### config.mk
export PLATFORM = sky130hd
export DESIGN_NAME = tkg_arbn
export DESIGN_NICKNAME = d
export VERILOG_FILES = /design/src/rtl/tkg_pkg.sv /design/src/rtl/tkg_sync.sv /design/src/rtl/tkg_arbn.sv
export SDC_FILE = /design/constraint.sdc
export NUM_CORES = 1
export LEC_CHECK = 0
export ABC_AREA = 1
export CAP_MARGIN = 20
export CELL_PAD_IN_SITES_DETAIL_PLACEMENT = 1
export CELL_PAD_IN_SITES_GLOBAL_PLACEMENT = 2
export CORE_MARGIN = 4
export CORE_UTILIZATION = 25
export DETAILED_ROUTE_END_ITERATION = 10
export PLACE_DENSITY_LB_ADDON = 0.1
export SLEW_MARGIN = 20
export SYNTH_ARGS = -nofsm -noshare
export SYNTH_HDL_FRONTEND = slang
export SYNTH_SLANG_ARGS = --single-unit
export TNS_END_PERCENT = 1
### constraint.sdc
create_clock -name clk -period 1.1 [get_ports clk]
set_input_delay 0.22 -clock clk [delete_from_list [all_inputs] [get_ports clk]]
set_output_delay 0.22 -clock clk [all_outputs]
set_load 0.01 [all_outputs]
### src/rtl/tkg_pkg.sv
// rtl/tkg_pkg.sv - shared types, limits and helpers for the clocked N-way arbiter
package tkg_pkg;

    typedef enum logic [0:0] {
        TKG_IDLE  = 1'b0,
        TKG_GRANT = 1'b1
    } tkg_state_e;

    localparam int TKG_N_MIN    = 1;
    localparam int TKG_N_MAX    = 32;
    localparam int TKG_SYNC_MIN = 0;
    localparam int TKG_SYNC_MAX = 3;

    // Index width for n channels; never below one bit so N=1 still has an owner port.
    function automatic int tkg_clog2(input int n);
        int w;
        w = 1;
        for (int i = 1; i < 6; i++) begin
            if ((1 << i) < n) begin
                w = i + 1;
            end
        end
        return w;
    endfunction

endpackage

### src/rtl/tkg_sync.sv
// rtl/tkg_sync.sv - W-bit, STAGES-deep bitwise synchroniser; STAGES=0 is a plain wire
module tkg_sync #(
    parameter int W      = 1,
    parameter int STAGES = 2
) (
    input  logic         clk,
    input  logic         r,
    input  logic [W-1:0] d,
    output logic [W-1:0] q
);

    generate
        if (STAGES == 0) begin : g_wire
            logic unused_ok;
            assign unused_ok = ^{clk, r};
            assign q = d;
        end else begin : g_flops
            logic [W-1:0] stage [STAGES];

            always_ff @(posedge clk) begin
                if (r) begin
                    for (int s = 0; s < STAGES; s++) begin
                        stage[s] <= '0;
                    end
                end else begin
                    stage[0] <= d;
                    for (int s = 1; s < STAGES; s++) begin
                        stage[s] <= stage[s-1];
                    end
                end
            end

            assign q = stage[STAGES-1];
        end
    endgenerate

endmodule

### src/rtl/tkg_arbn.sv
// rtl/tkg_arbn.sv - clocked N-way mutual-exclusion element with round-robin or fixed priority
module tkg_arbn
    import tkg_pkg::*;
#(
    parameter int N    = 2,
    parameter int SYNC = 2,
    parameter int RR   = 1
) (
    input  logic                      clk,
    input  logic                      r,
    input  logic [N-1:0]              rq,
    output logic [N-1:0]              gt,
    output logic                      busy,
    output logic [tkg_clog2(N)-1:0]   owner
);

    localparam int OW = tkg_clog2(N);
    localparam logic [0:0] S_IDLE  = TKG_IDLE;
    localparam logic [0:0] S_GRANT = TKG_GRANT;

    generate
        if (N < TKG_N_MIN || N > TKG_N_MAX) begin : g_bad_n
            $error("tkg_arbn: N out of range");
        end
        if (SYNC < TKG_SYNC_MIN || SYNC > TKG_SYNC_MAX) begin : g_bad_sync
            $error("tkg_arbn: SYNC out of range");
        end
    endgenerate

    logic [N-1:0]  rs;
    logic [0:0]    state;
    logic [OW-1:0] ptr;
    logic [OW-1:0] win;
    logic          found;
    logic [N-1:0]  win_onehot;

    tkg_sync #(.W(N), .STAGES(SYNC)) u_sync (
        .clk (clk),
        .r   (r),
        .d   (rq),
        .q   (rs)
    );

    // Search upward from ptr with wrap; ptr stays 0 in fixed-priority mode so this
    // degenerates to lowest-index-wins.
    always_comb begin
        int            j;
        logic [OW-1:0] idx;
        win   = '0;
        found = 1'b0;
        j     = 0;
        idx   = '0;
        for (int i = 0; i < N; i++) begin
            j = int'(ptr) + i;
            if (j >= N) begin
                j = j - N;
            end
            idx = OW'(j);
            if (!found && rs[idx]) begin
                found = 1'b1;
                win   = idx;
            end
        end
    end

    always_comb begin
        win_onehot      = '0;
        win_onehot[win] = 1'b1;
    end

    always_ff @(posedge clk) begin
        if (r) begin
            state <= S_IDLE;
            gt    <= '0;
            busy  <= 1'b0;
            owner <= '0;
            ptr   <= '0;
        end else begin
            case (state)
                S_IDLE: begin
                    if (found) begin
                        gt    <= win_onehot;
                        owner <= win;
                        busy  <= 1'b1;
                        state <= S_GRANT;
                    end
                end
                default: begin
                    // Release drops gt for at least one cycle before the next grant.
                    if (!rs[owner]) begin
                        gt    <= '0;
                        busy  <= 1'b0;
                        state <= S_IDLE;
                        if (RR != 0) begin
                            ptr <= (owner == OW'(N - 1)) ? '0 : owner + 1'b1;
                        end
                    end
                end
            endcase
        end
    end

endmodule

# Yosys cells after proc, flatten, opt, wreduce, memory -nomap -nowiden
# Memory sizes are Yosys's and may differ from the RTL's.
# Index checks and enable logic that the tools add are counted.
[word_totals]
elab_cells = 58
ff_bits = 6
out_inout_bits = 4
mem_count = 1
ramBits = 4
[op_classes]
reduce_logical = 7
n_bitwise = 4
n_mux = 29
addsub = 4
magnitude_cmp = 7
eq_ne = 1
[mem_list]
columns = ["name", "words", "width", "read_ports", "rd_clocked_by_memory_dff", "write_ports", "line_no", "source"]
rows = [
  ["u_sync.g_flops.stage", 2, 2, 2, 0, 2, "tkg_sync.sv:18", "logic [W-1:0] stage [STAGES];"],
]
[ops]
columns = ["op", "n"]
rows = [
  ["1-bit two-way mux", 23],
  ["2-bit two-way mux", 5],
  ["1-bit by 2-bit < comparator with 1-bit output (second input constant)", 4],
  ["2-bit AND reduction", 3],
  ["1-bit by 1-bit adder with 2-bit output (second input constant)", 1],
  ["1-bit by 2-bit >= comparator with 1-bit output (second input constant)", 1],
  ["2-bit >= comparator (second input constant)", 1],
  ["1-bit logical AND", 2],
  ["2-bit != test (second input constant)", 1],
  ["1-bit inverter", 2],
  ["1-bit OR", 2],
  ["2-bit nonzero test", 1],
  ["1-bit subtractor (second input constant)", 2],
  ["1-bit adder (second input constant)", 1],
  ["1-bit demux with 1-bit select", 1],
  ["1-bit >= comparator (second input constant)", 1],
  ["1-bit logical NOT", 1],
]

# Logic depth before layout (Yosys ltp)
[depth]
ltp_word = 14
ltp_mapped = 6
mapped_depth_nobuf = 6

# Hierarchy
# A second synthesis with hierarchy kept.
[hier_totals]
cells_unflattened = 45
hier_area_um2 = 370.4
[by_module_without_submodules]
columns = ["mod", "instances", "seq_area_each_um2", "cells_each", "area_each_um2"]
rows = [
  ["tkg_arbn", 1, 120.1, 31, 245.2],
  ["tkg_sync", 1, 80.1, 14, 125.1],
]

# Worst setup path after synthesis
# No wires, ideal clock.
[synth_timing]
path_kind = "register to register"
startpoint = "register owner"
endpoint = "register busy"
period_less_slack_ps = 881
path_buffers = 0
t_arrival_ps = 815
stages_incl_launch_ff = 7
setup_slack_ps = 219
cell_sequence = "dfxtp_1 > inv_2 > nand2_1 > nand3_2 > nand2_2 > nand2_1 > a21oi_2"
[synth_between]
elab_chain_cells = 4
[synth_rtl]
columns = ["element", "line_no", "source"]
rows = [
  ["start: declaration", "tkg_arbn.sv:14", "output logic [tkg_clog2(N)-1:0] owner"],
  ["start signal: assignment", "tkg_arbn.sv:83", "owner <= win;"],
  ["1-bit two-way mux (not written as such) (2 in series)", "tkg_arbn.sv:90", "if (!rs[owner]) begin"],
  ["2-bit != test (no line)", "--", ""],
  ["2-bit AND reduction (no line)", "--", ""],
  ["end signal: assignment", "tkg_arbn.sv:75", "busy <= 1'b0;"],
  ["end signal: assignment", "tkg_arbn.sv:84", "busy <= 1'b1;"],
  ["end signal: assignment", "tkg_arbn.sv:92", "busy <= 1'b0;"],
  ["end: declaration", "tkg_arbn.sv:13", "output logic busy,"],
]
# Every way passes these cells. The select of a mux whose other input is x is not followed.
# A chain may end at the register's enable or synchronous reset.

# Worst setup path after layout
[layout_timing]
startpoint = "register busy"
endpoint = "output port busy"
# No word-level cell between the ends.

==> results.md <==
* I/O Pins at 8
* Slew headroom at 86.18%
* Top cell type's share of synthesized area at 52.63%
* Syn nets at 51
* N_diodes at 0
* CTS Buffer Depth at 2
* Setup TNS at 0 ns
* Min-delay worst type: reg2reg
* Final wirelength at 774 um
* Layout cells sized above 1 at slightly above 30%
* Area of the die at 2209 um2
* Final hold violation count at 0
* Cells along the critical path: clkdlybuf4s15_1
* Cell Area, Synth at 380.4 um2
* Clk_skew at about 0.0037 ns
* Critical Path RT at just under 0.9 ns
* Residual DRC count at 0
* Worst-Margin Slew at 0.2070 ns
* Fin area at 518.0 um2
* Vias in the first global route at ~310
* Period minus WS final at 1.053 ns
* Final setup fails at 0
* CP arrival at 0.83 ns
* Period utilisation layout at 95.71%
* CTS Root Cell: clkbuf_4
* Detailed placer's ending HPWL at about 670 um
* Detail Route Antenna Nets at 0
* Final core occ at between 30% and 40%
* Post-route worst setup slack at 0.04717 ns
* Status: completed
* R2R cell count at 7
* DIE HEIGHT at 47.01 um
* Peak supply drop at ~750 uV
* Worst Path Buf+Inv at 1
* H-tree levels at 1
* Critical path launch point type: flip-flop
* Number of CTS-inserted buffers at 3
* Synth cell types at 13
* Hold Path Depth at 2
* Hold_ws at 0.4036 ns
* Nets at 64
* Most frequent cells after synthesis: dfxtp_1, nand2_1, inv_1, nor2_1, a21oi_2
* CP max-delay cell: dfxtp_1
* Die Span X at 47.01 um
* EDFF count, synth at 0
* GRT Total Usage at 9.502%
* FF+latch count, synth at 10
* Pre-CTS setup slack at 0.02544 ns
* Top cell family by delay on the critical path: flip-flops
* CP max FO at 2
* Main area contributors after synthesis: dfxtp_1, a21oi_2, nand2_1
* Setup CP Type: reg2out
* Main synth FF type: dfxtp_1
* Syn. warnings at 0
* Max_cap viols at 0
* Routed vias at 326
* # hold bufs at CTS at 0
* Most frequent cell after synthesis: dfxtp_1
* P_leak at 0.2202 nW
* Clk_lat worst skew at about 0.26 ns
* Starting Density at 27.84%
* CTS clock-pin slew for the worst setup and hold paths at 0.07 ns
* FFs w/ async S/R, synth at 0%
* DRT iter0 DRCs at 2
* Register area share after synthesis at 52.63%
* Port bufs at 7
* Crit path depth at 1
* Drt pass-1 iters at 2
* Vias per inst at 4.405
* Area after DPL at 491.7 um2
* Core Box Area at 1366 um2
* Postcts setup bufs at 0
* Post-Synthesis Cells at 47
* CTS Sinks at 10
* Gpl congestion at 0.8445
* Synth area leader: dfxtp_1
* Mean post-synth cell area at 8.093 um2
* CP endpoint kind: primary output
* Fmax at 949.8 MHz
* WL per Instance at 10.46 um
* Layout Area Growth over Synthesis at 36.18%
* Cell Pwr Density at 1572 nW/um2
* CTS tree: yes
* RSZ-0062 raised after global routing: no
* Slew Viols, Final at 0
* Remaining global-route overflow at 0
* Largest net degree at the start of global routing at 11
* First-pass GRT wire length at 1366 um
* Critical Path Max Stage Delay at 0.33 ns
* Rows at 13
* Antenna violations before repair at 0
[sequential cells by signal (all words and copies together) (netlist names)]
signal and count:
busy 1, u_sync.g_flops.stage 4, owner 1, state 1
ptr 1, gt 2
[stage by stage]
step | power (mW) | instances
CTS | 0.8328 | 74
finish | 0.8145 | 74
detailed placement | 0.5097 | 70
floorplan | 0.4573 | 47
global placement | 0.5042 | 70
global route | 0.8628 | 74
[logic make-up (layout without fill, tap and decap cells)]
| kind of cell | count (synthesis) | in the layout | synth area share (%) |
|---|---|---|---|
| buffers and inverters | 10 | 22 | 10.20 |
| and+or+nand+nor | 20 | 20 | 24.01 |
| AOI/OAI and AO/OA | 7 | 7 | 13.16 |
| DFF | 10 | 10 | 52.63 |
[cell usage in the layout, fill, tap and decap left out, types with 2 or more instances in the layout]
master           instances
dfxtp_1                 10
nand3_1                  2
inv_2                    3
clkbuf_2                 2
clkdlybuf4s15_1          2
clkbuf_4                 3
a21oi_1                  2
nand2_1                  9
nor2_1                   6
inv_1                    6
a21oi_2                  4
clkdlybuf4s50_1          3
[per-layer routing]
layer  wire length, um  global-route usage (%)  vias to the layer above
met4                 0                   6.630                        0
met1               317                   9.931                      151
met3                35                   3.831                        0
met2               420                   15.45                        5
met5                 0                       0                        -
li1                  -                       -                      170
[cell type report]
| type | instances | area, um2 |
|---|---|---|
| clock buffers | 4 | 36.28 |
| fillers | 177 | 848.3 |
| inverters | 9 | 33.78 |
| multi-input cells | 27 | 141.4 |
| flip-flops and latches | 10 | 200.2 |
| well taps | 15 | 18.77 |
| repair buffers | 9 | 87.58 |
[power breakdown]
part / internal, mW / switching (mW) / total (mW)
logic: 0.0480 / 0.0500 / 0.0979
registers: 0.383 / 0.0119 / 0.395
clock network: 0.201 / 0.121 / 0.322
[timing repair]
item / CTS / global route
hold endpoints to repair: 0 / 0
gates resized for setup: 5 / 5
endpoints found under the setup margin: 4 / 4
[final timing paths]
check                                                start                    endpoint  slack, ns
worst max-delay path                                  busy                        busy       0.05
worst min-delay path            u_sync.g_flops.stage[0][1]  u_sync.g_flops.stage[0][3]       0.40
worst max register to register                       owner                       gt[1]       0.13
worst min register to register  u_sync.g_flops.stage[0][1]  u_sync.g_flops.stage[0][3]       0.40
Power figures use the tool's default switching activity.
